File: config.mk
export PLATFORM = sky130hd
export DESIGN_NAME = serial_adder_flat
export DESIGN_NICKNAME = d
export VERILOG_FILES = /design/src/rtl/serial_adder_pkg.sv /design/src/rtl/serial_adder_if.sv /design/src/rtl/fa_cell.sv /design/src/rtl/serial_adder.sv /design/src/flat_wrapper.sv
export SDC_FILE = /design/constraint.sdc
export NUM_CORES = 1
export LEC_CHECK = 0
export BUFFER_PORTS_ARGS = -buffer_cell sky130_fd_sc_hd__clkbuf_2
export CAP_MARGIN = 10
export CORE_MARGIN = 4
export CORE_UTILIZATION = 50
export CTS_CLUSTER_DIAMETER = 60
export DETAILED_ROUTE_END_ITERATION = 10
export GPL_ROUTABILITY_DRIVEN = 0
export GPL_TIMING_DRIVEN = 0
export PLACE_DENSITY_LB_ADDON = 0.12
export SYNTH_ARGS = -nofsm -noshare
export SYNTH_HDL_FRONTEND = slang
export SYNTH_SLANG_ARGS = --single-unit
File: constraint.sdc
create_clock -name clk -period 2.3 [get_ports clk]
set_input_delay 0.115 -clock clk [delete_from_list [all_inputs] [get_ports clk]]
set_output_delay 0.115 -clock clk [all_outputs]
set_load 0.005 [all_outputs]
File: src/rtl/serial_adder_pkg.sv
// serial_adder_pkg: shared types and helpers for the digit-serial adder.
//   state_t  : control FSM states (IDLE, RUN, DONE)
//   cnt_w(n) : width of a counter that must hold 0..n-1, never less than 1
package serial_adder_pkg;

  typedef enum logic [1:0] {
    IDLE = 2'd0,
    RUN  = 2'd1,
    DONE = 2'd2
  } state_t;

  function automatic int cnt_w(input int n);
    return (n <= 2) ? 1 : $clog2(n);
  endfunction

endpackage

File: src/rtl/serial_adder_if.sv
// serial_adder_if: operand/result handshake bundle for serial_adder.
//   master : producer/consumer side (drives in_valid, a, b, cin, out_ready)
//   slave  : adder side (drives in_ready, out_valid, sum, cout, busy)
// With SERIAL_ADDER_SUBTRACT_EN defined the bundle also carries sub (to the
// adder) and ovf (from the adder).
interface serial_adder_if #(
  parameter int WIDTH = 8
);
  logic             in_valid;
  logic             in_ready;
  logic [WIDTH-1:0] a;
  logic [WIDTH-1:0] b;
  logic             cin;
  logic             out_valid;
  logic             out_ready;
  logic [WIDTH-1:0] sum;
  logic             cout;
  logic             busy;
`ifdef SERIAL_ADDER_SUBTRACT_EN
  logic             sub;
  logic             ovf;

  modport master (output in_valid, a, b, cin, sub, out_ready,
                  input  in_ready, out_valid, sum, cout, busy, ovf);
  modport slave  (input  in_valid, a, b, cin, sub, out_ready,
                  output in_ready, out_valid, sum, cout, busy, ovf);
`else
  modport master (output in_valid, a, b, cin, out_ready,
                  input  in_ready, out_valid, sum, cout, busy);
  modport slave  (input  in_valid, a, b, cin, out_ready,
                  output in_ready, out_valid, sum, cout, busy);
`endif
endinterface

File: src/rtl/fa_cell.sv
// fa_cell: one-bit combinational full adder.
//   a, b, ci : addend bits and carry-in
//   s, co    : sum bit and carry-out
module fa_cell (
  input  logic a,
  input  logic b,
  input  logic ci,
  output logic s,
  output logic co
);
  assign s  = a ^ b ^ ci;
  assign co = (a & b) | (ci & (a ^ b));
endmodule

File: src/rtl/serial_adder.sv
// serial_adder: digit-serial adder. Adds two WIDTH-bit operands plus a
// carry-in, DIGIT bits per clock through a chain of fa_cell slices, with
// the carry held in a register between cycles. Result after WIDTH/DIGIT
// cycles; one operation in flight at a time.
//   clk  : clock, rising edge
//   rst  : synchronous, active-high reset
//   bus  : serial_adder_if.slave (in_valid/in_ready, a, b, cin,
//          out_valid/out_ready, sum, cout, busy [, sub, ovf])
// Optional build macro SERIAL_ADDER_SUBTRACT_EN adds sub (a - b) and the
// signed-overflow flag ovf.
module serial_adder
  import serial_adder_pkg::*;
#(
  parameter int WIDTH = 8,
  parameter int DIGIT = 1
) (
  input logic           clk,
  input logic           rst,
  serial_adder_if.slave bus
);
  localparam int N  = WIDTH / DIGIT;
  localparam int CW = cnt_w(N);

  if (WIDTH < 1 || DIGIT < 1 || (WIDTH % DIGIT) != 0) begin : g_bad_cfg
    $error("serial_adder: DIGIT must be >=1 and divide WIDTH");
  end

  state_t           state, state_nx;
  logic [WIDTH-1:0] a_sh, b_sh, res, res_nx;
  logic             carry_reg;
  logic [CW-1:0]    cnt;
  logic [DIGIT:0]   c;
  logic [DIGIT-1:0] s;
  logic             accept, last;

  // Carry chain through the slice; c[DIGIT-1] is the carry into the MSB
  // cell, kept for the overflow flag.
  assign c[0] = carry_reg;
  for (genvar gi = 0; gi < DIGIT; gi++) begin : g_cell
    fa_cell u_fa (
      .a  (a_sh[gi]),
      .b  (b_sh[gi]),
      .ci (c[gi]),
      .s  (s[gi]),
      .co (c[gi+1])
    );
  end

  // New sum digits enter at the MSB end; after N steps the first digit
  // has reached bit 0.
  assign res_nx = WIDTH'({s, res} >> DIGIT);
  assign last   = (cnt == CW'(N - 1));
  assign accept = bus.in_valid & bus.in_ready;

  always_comb begin
    state_nx = state;
    case (state)
      IDLE:    if (accept)        state_nx = RUN;
      RUN:     if (last)          state_nx = DONE;
      DONE:    if (bus.out_ready) state_nx = IDLE;
      default:                    state_nx = IDLE;
    endcase
  end

  assign bus.in_ready  = (state == IDLE) & ~rst;
  assign bus.out_valid = (state == DONE);
  assign bus.busy      = (state != IDLE);
  assign bus.sum       = res;
  assign bus.cout      = carry_reg;

`ifdef SERIAL_ADDER_SUBTRACT_EN
  logic msb_ci;
  assign bus.ovf = (state == DONE) & (msb_ci ^ carry_reg);
`endif

  always_ff @(posedge clk) begin
    if (rst) begin
      state     <= IDLE;
      a_sh      <= '0;
      b_sh      <= '0;
      res       <= '0;
      carry_reg <= 1'b0;
      cnt       <= '0;
`ifdef SERIAL_ADDER_SUBTRACT_EN
      msb_ci    <= 1'b0;
`endif
    end else begin
      state <= state_nx;
      case (state)
        IDLE: if (accept) begin
          a_sh <= bus.a;
          cnt  <= '0;
`ifdef SERIAL_ADDER_SUBTRACT_EN
          // two's complement subtract: a + ~b + 1
          b_sh      <= bus.sub ? ~bus.b : bus.b;
          carry_reg <= bus.sub ? 1'b1 : bus.cin;
`else
          b_sh      <= bus.b;
          carry_reg <= bus.cin;
`endif
        end
        RUN: begin
          a_sh      <= a_sh >> DIGIT;
          b_sh      <= b_sh >> DIGIT;
          res       <= res_nx;
          carry_reg <= c[DIGIT];
          cnt       <= cnt + CW'(1);
`ifdef SERIAL_ADDER_SUBTRACT_EN
          msb_ci    <= c[DIGIT-1];
`endif
        end
        default: ;
      endcase
    end
  end

endmodule

File: src/flat_wrapper.sv
// flat-port wrapper written by rule: the top's interface ports become plain ports
module serial_adder_flat import serial_adder_pkg::*;
#(
  parameter int WIDTH = 8,
  parameter int DIGIT = 1
)
  (clk, rst, bus_in_valid, bus_a, bus_b, bus_cin, bus_out_ready, bus_in_ready, bus_out_valid, bus_sum, bus_cout, bus_busy);
  serial_adder_if #(.WIDTH(WIDTH)) bus_i ();
  input logic clk;
  input logic rst;
  input wire logic [$bits(bus_i.in_valid)-1:0] bus_in_valid;
  input wire logic [$bits(bus_i.a)-1:0] bus_a;
  input wire logic [$bits(bus_i.b)-1:0] bus_b;
  input wire logic [$bits(bus_i.cin)-1:0] bus_cin;
  input wire logic [$bits(bus_i.out_ready)-1:0] bus_out_ready;
  output wire logic [$bits(bus_i.in_ready)-1:0] bus_in_ready;
  output wire logic [$bits(bus_i.out_valid)-1:0] bus_out_valid;
  output wire logic [$bits(bus_i.sum)-1:0] bus_sum;
  output wire logic [$bits(bus_i.cout)-1:0] bus_cout;
  output wire logic [$bits(bus_i.busy)-1:0] bus_busy;
  assign bus_i.in_valid = bus_in_valid;
  assign bus_i.a = bus_a;
  assign bus_i.b = bus_b;
  assign bus_i.cin = bus_cin;
  assign bus_i.out_ready = bus_out_ready;
  assign bus_in_ready = bus_i.in_ready;
  assign bus_out_valid = bus_i.out_valid;
  assign bus_sum = bus_i.sum;
  assign bus_cout = bus_i.cout;
  assign bus_busy = bus_i.busy;
  serial_adder #(.WIDTH(WIDTH), .DIGIT(DIGIT)) u_core (.clk(clk), .rst(rst), .bus(bus_i));
endmodule
==> impl_metrics.csv <==
group,metric,value,unit
layout,drive_gt1_share,37.9,%
sta,rsz0062_at_grt,"no",
floorplan,die_height,59.3,µm
power_and_ir_drop,p_leak,0.685,nW
clock_network,post_cts_buffers,0,
setup_path,rrSetupSlack,1.05,ns
global_routing,grt_pass1_wl,4.26,mm
clock_network,clock-root-buffer,"clkbuf_4",
setup_path,reg2reg_to,"u_core.cnt[1]",
layout,nFillCells,212,
clock_network,cts_inserted_buffers,5,
route,vias_per_cell,5.25,
setup_path,path_class,"flip-flop to primary output",
setup_path,cp.required,2.18,ns
floorplan,num_rows,18,
route,postRouteAntennaNets,0,
logic_synthesis,postSynthCellCount,137,
clock_network,clk_latency,0.33,ns
clock_network,clock_sinks,30,
sta,relSlewSlack,70.9,%
layout,final_common_cell,"clkbuf_2",
floorplan,ioPinCount,33,
clock_network,cts_buffer_depth,2,
floorplan,initial_core_util,52.6,%
sta,maxSlewViolCount,0,
layout,final_cell_mix,"clkbuf_2, dfxtp_1, inv_1, nand2_1, a21oi_1",
route,drtIter0Drc,45,
layout,area.growth.synth_to_final,21.0,%
logic_synthesis,synth-seq-cells,30,
placed_design,dp_hpwl,1.88,mm
setup_path,ff2ff_path_depth,5,
setup_path,rr_startpoint,"u_core.state[1]",
global_routing,overflow,0,
setup_path,critPathMaxFanout,8,
layout,seq_area,601,µm²
logic_synthesis,synthesis.nets,161,
route,drc,0,
layout,n_antenna_cell,0,
power_and_ir_drop,power.density,714,nW/µm²
floorplan,die_x,59.3,µm
logic_synthesis,avgSynthCellArea,9.59,µm²
logic_synthesis,yosysWarnings,0,
global_routing,grt_pass1_vias,984,
hold_path,hold_class,"primary input to flip-flop",
power_and_ir_drop,ir_drop,475,µV
power_and_ir_drop,p_total,0.00114,W
sta,worst_slew_pin_slew,0.436,ns
hold_path,hold_depth,3,
route,avgRoutedWirePerCell,12.6,µm
sta,hold_violations,0,
global_routing,track_usage,16.4,%
clock_network,cts_tree,"done",
sta,clock_skew,0.0129,ns
sta,fin_crit,1.31,ns
flow_run,maxCapViolations,0,
sta,setup_violations,0,
global_routing,grt_max_degree,11,
hold_path,holdPathEnd,"u_core.state[1]",
global_routing,antenna_found_initial,0,
logic_synthesis,synth-seq-area-share,45.7,%
layout,multi_input_area,573,µm²
sta,fmax,763,MHz
clock_network,h-tree-depth,2,
logic_synthesis,ys_types,27,
clock_network,post_cts_resized,0,
placed_design,port_buffers,32,
layout,nets,200,
clock_network,path_clk_slew,0.08,ns
route,routed_wl,2.62,mm
sta,whs,0.0441,ns
setup_path,worst_setup_path_start_kind,"flip-flop",
status,outcome,"finished, final reports clean",
logic_synthesis,synth_area,1310,µm²
sta,timing.setup.tns,0,ns
route,dr_total_vias,1086,
floorplan,core_area,2500,µm²
floorplan,fp.dieArea,3510,µm²
route,dr.pass1.iters,4,
setup_path,crit_path_end_kind,"primary output",
hold_path,min_from,"bus_out_ready",
setup_path,cp.arrival,1.19,ns
clock_network,cts_hold_buf,0,
sta,post-route-period-util,57.0,%
-- power breakdown --
group | switching [W] | internal, W
sequential | 0.0000193 | 0.000551
clock | 0.000185 | 0.000225
combinational | 0.0000777 | 0.0000767
-- worst max-delay path by stage --
| stage | cells after the start | to | slack [ns] | from |
|---|---|---|---|---|
| 2_1_floorplan | 5 | u_core.bus.cout | 1.15 | u_core.state[0] |
| 3_3_place_gp | 4 | u_core.bus.cout | 1.07 | u_core.state[1] |
| 3_5_place_dp | 4 | u_core.bus.cout | 1.05 | u_core.state[1] |
| 4_1_cts | 4 | bus_in_ready | 0.97 | u_core.state[1] |
| 5_1_grt | 4 | bus_in_ready | 0.90 | u_core.state[1] |
| 6_report | 4 | bus_in_ready | 0.99 | u_core.state[1] |
-- critical path: stages (launching register included) --
cell and delay [ns]:
dfxtp_1 0.40, nor2_1 0.20, inv_1 0.07, nor2_1 0.08
clkbuf_2 0.12
-- per-layer routing --
layer  global-route usage [%]  routed length [µm]  vias to the layer above
met1                     20.8                1260                      496
li1                         -                   -                      552
met4                     10.0                  53                        0
met2                     24.8                1130                       31
met3                     4.14                 163                        7
met5                        0                   0                        -
-- through the flow --
| stage | instance area (µm²) | instances | worst slack, ns | utilization [%] |
|---|---|---|---|---|
| after floorplan | 1310 | 137 | 1.15 | - |
| after global placement | 1510 | 199 | 1.07 | 60.5 |
| after detailed placement | 1510 | 199 | 1.05 | 60.5 |
| after CTS | 1590 | 207 | 0.973 | 63.6 |
| after global routing | 1590 | 207 | 0.898 | 63.6 |
| final | 1590 | 207 | 0.990 | 63.6 |
-- sequential cells by signal, summed over array words and instances, names as in the netlist --
signal / cells
u_core.a_sh: 8
u_core.b_sh: 8
u_core.bus.sum: 8
u_core.cnt: 3
u_core.state: 2
u_core.bus.cout: 1
-- cell families after synthesis --
logic type	count (synthesis)	share of synthesized area [%]
muxes	1	0.762
DFF	30	45.7
adders and majority gates	3	3.43
AOI/OAI and AO/OA	45	28.0
buffers and inverters	26	10.7
and+or+nand+nor	32	11.4
-- final cells by class --
class / instances / share of cell area (%)
plain buffers: 10 / 5.04
clock buffers: 5 / 2.36
clock inverters: 3 / 2.52
inverters: 16 / 3.78
multi-input cells: 81 / 36.1
flip-flops and latches: 30 / 37.8
well taps: 30 / 2.36
repair buffers: 32 / 10.1
-- Yosys cell counts --
master | number | share of area, %
o21bai_1 | 1 | 0.57
fa_1 | 1 | 1.5
nor2_2 | 1 | 0.48
a21oi_2 | 9 | 6.0
buf_8 | 1 | 1.1
clkbuf_1 | 1 | 0.29
a22oi_1 | 4 | 2.3
nand2b_1 | 2 | 0.95
inv_1 | 16 | 4.6
o221a_2 | 6 | 5.1
mux2i_1 | 1 | 0.76
nor2_1 | 8 | 2.3
nand3b_1 | 1 | 0.57
buf_2 | 3 | 1.1
nand2_2 | 1 | 0.48
buf_6 | 3 | 2.6
a211oi_1 | 1 | 0.57
nor2b_4 | 1 | 1.0
a21oi_1 | 15 | 5.7
nand2_1 | 16 | 4.6
clkbuf_2 | 1 | 0.38
buf_4 | 1 | 0.57
nor2b_1 | 1 | 0.48
dfxtp_1 | 30 | 46
o221a_1 | 9 | 7.7
ha_1 | 2 | 1.9
nor3b_1 | 1 | 0.57
Note: power is estimated with default switching activity, not from simulation.
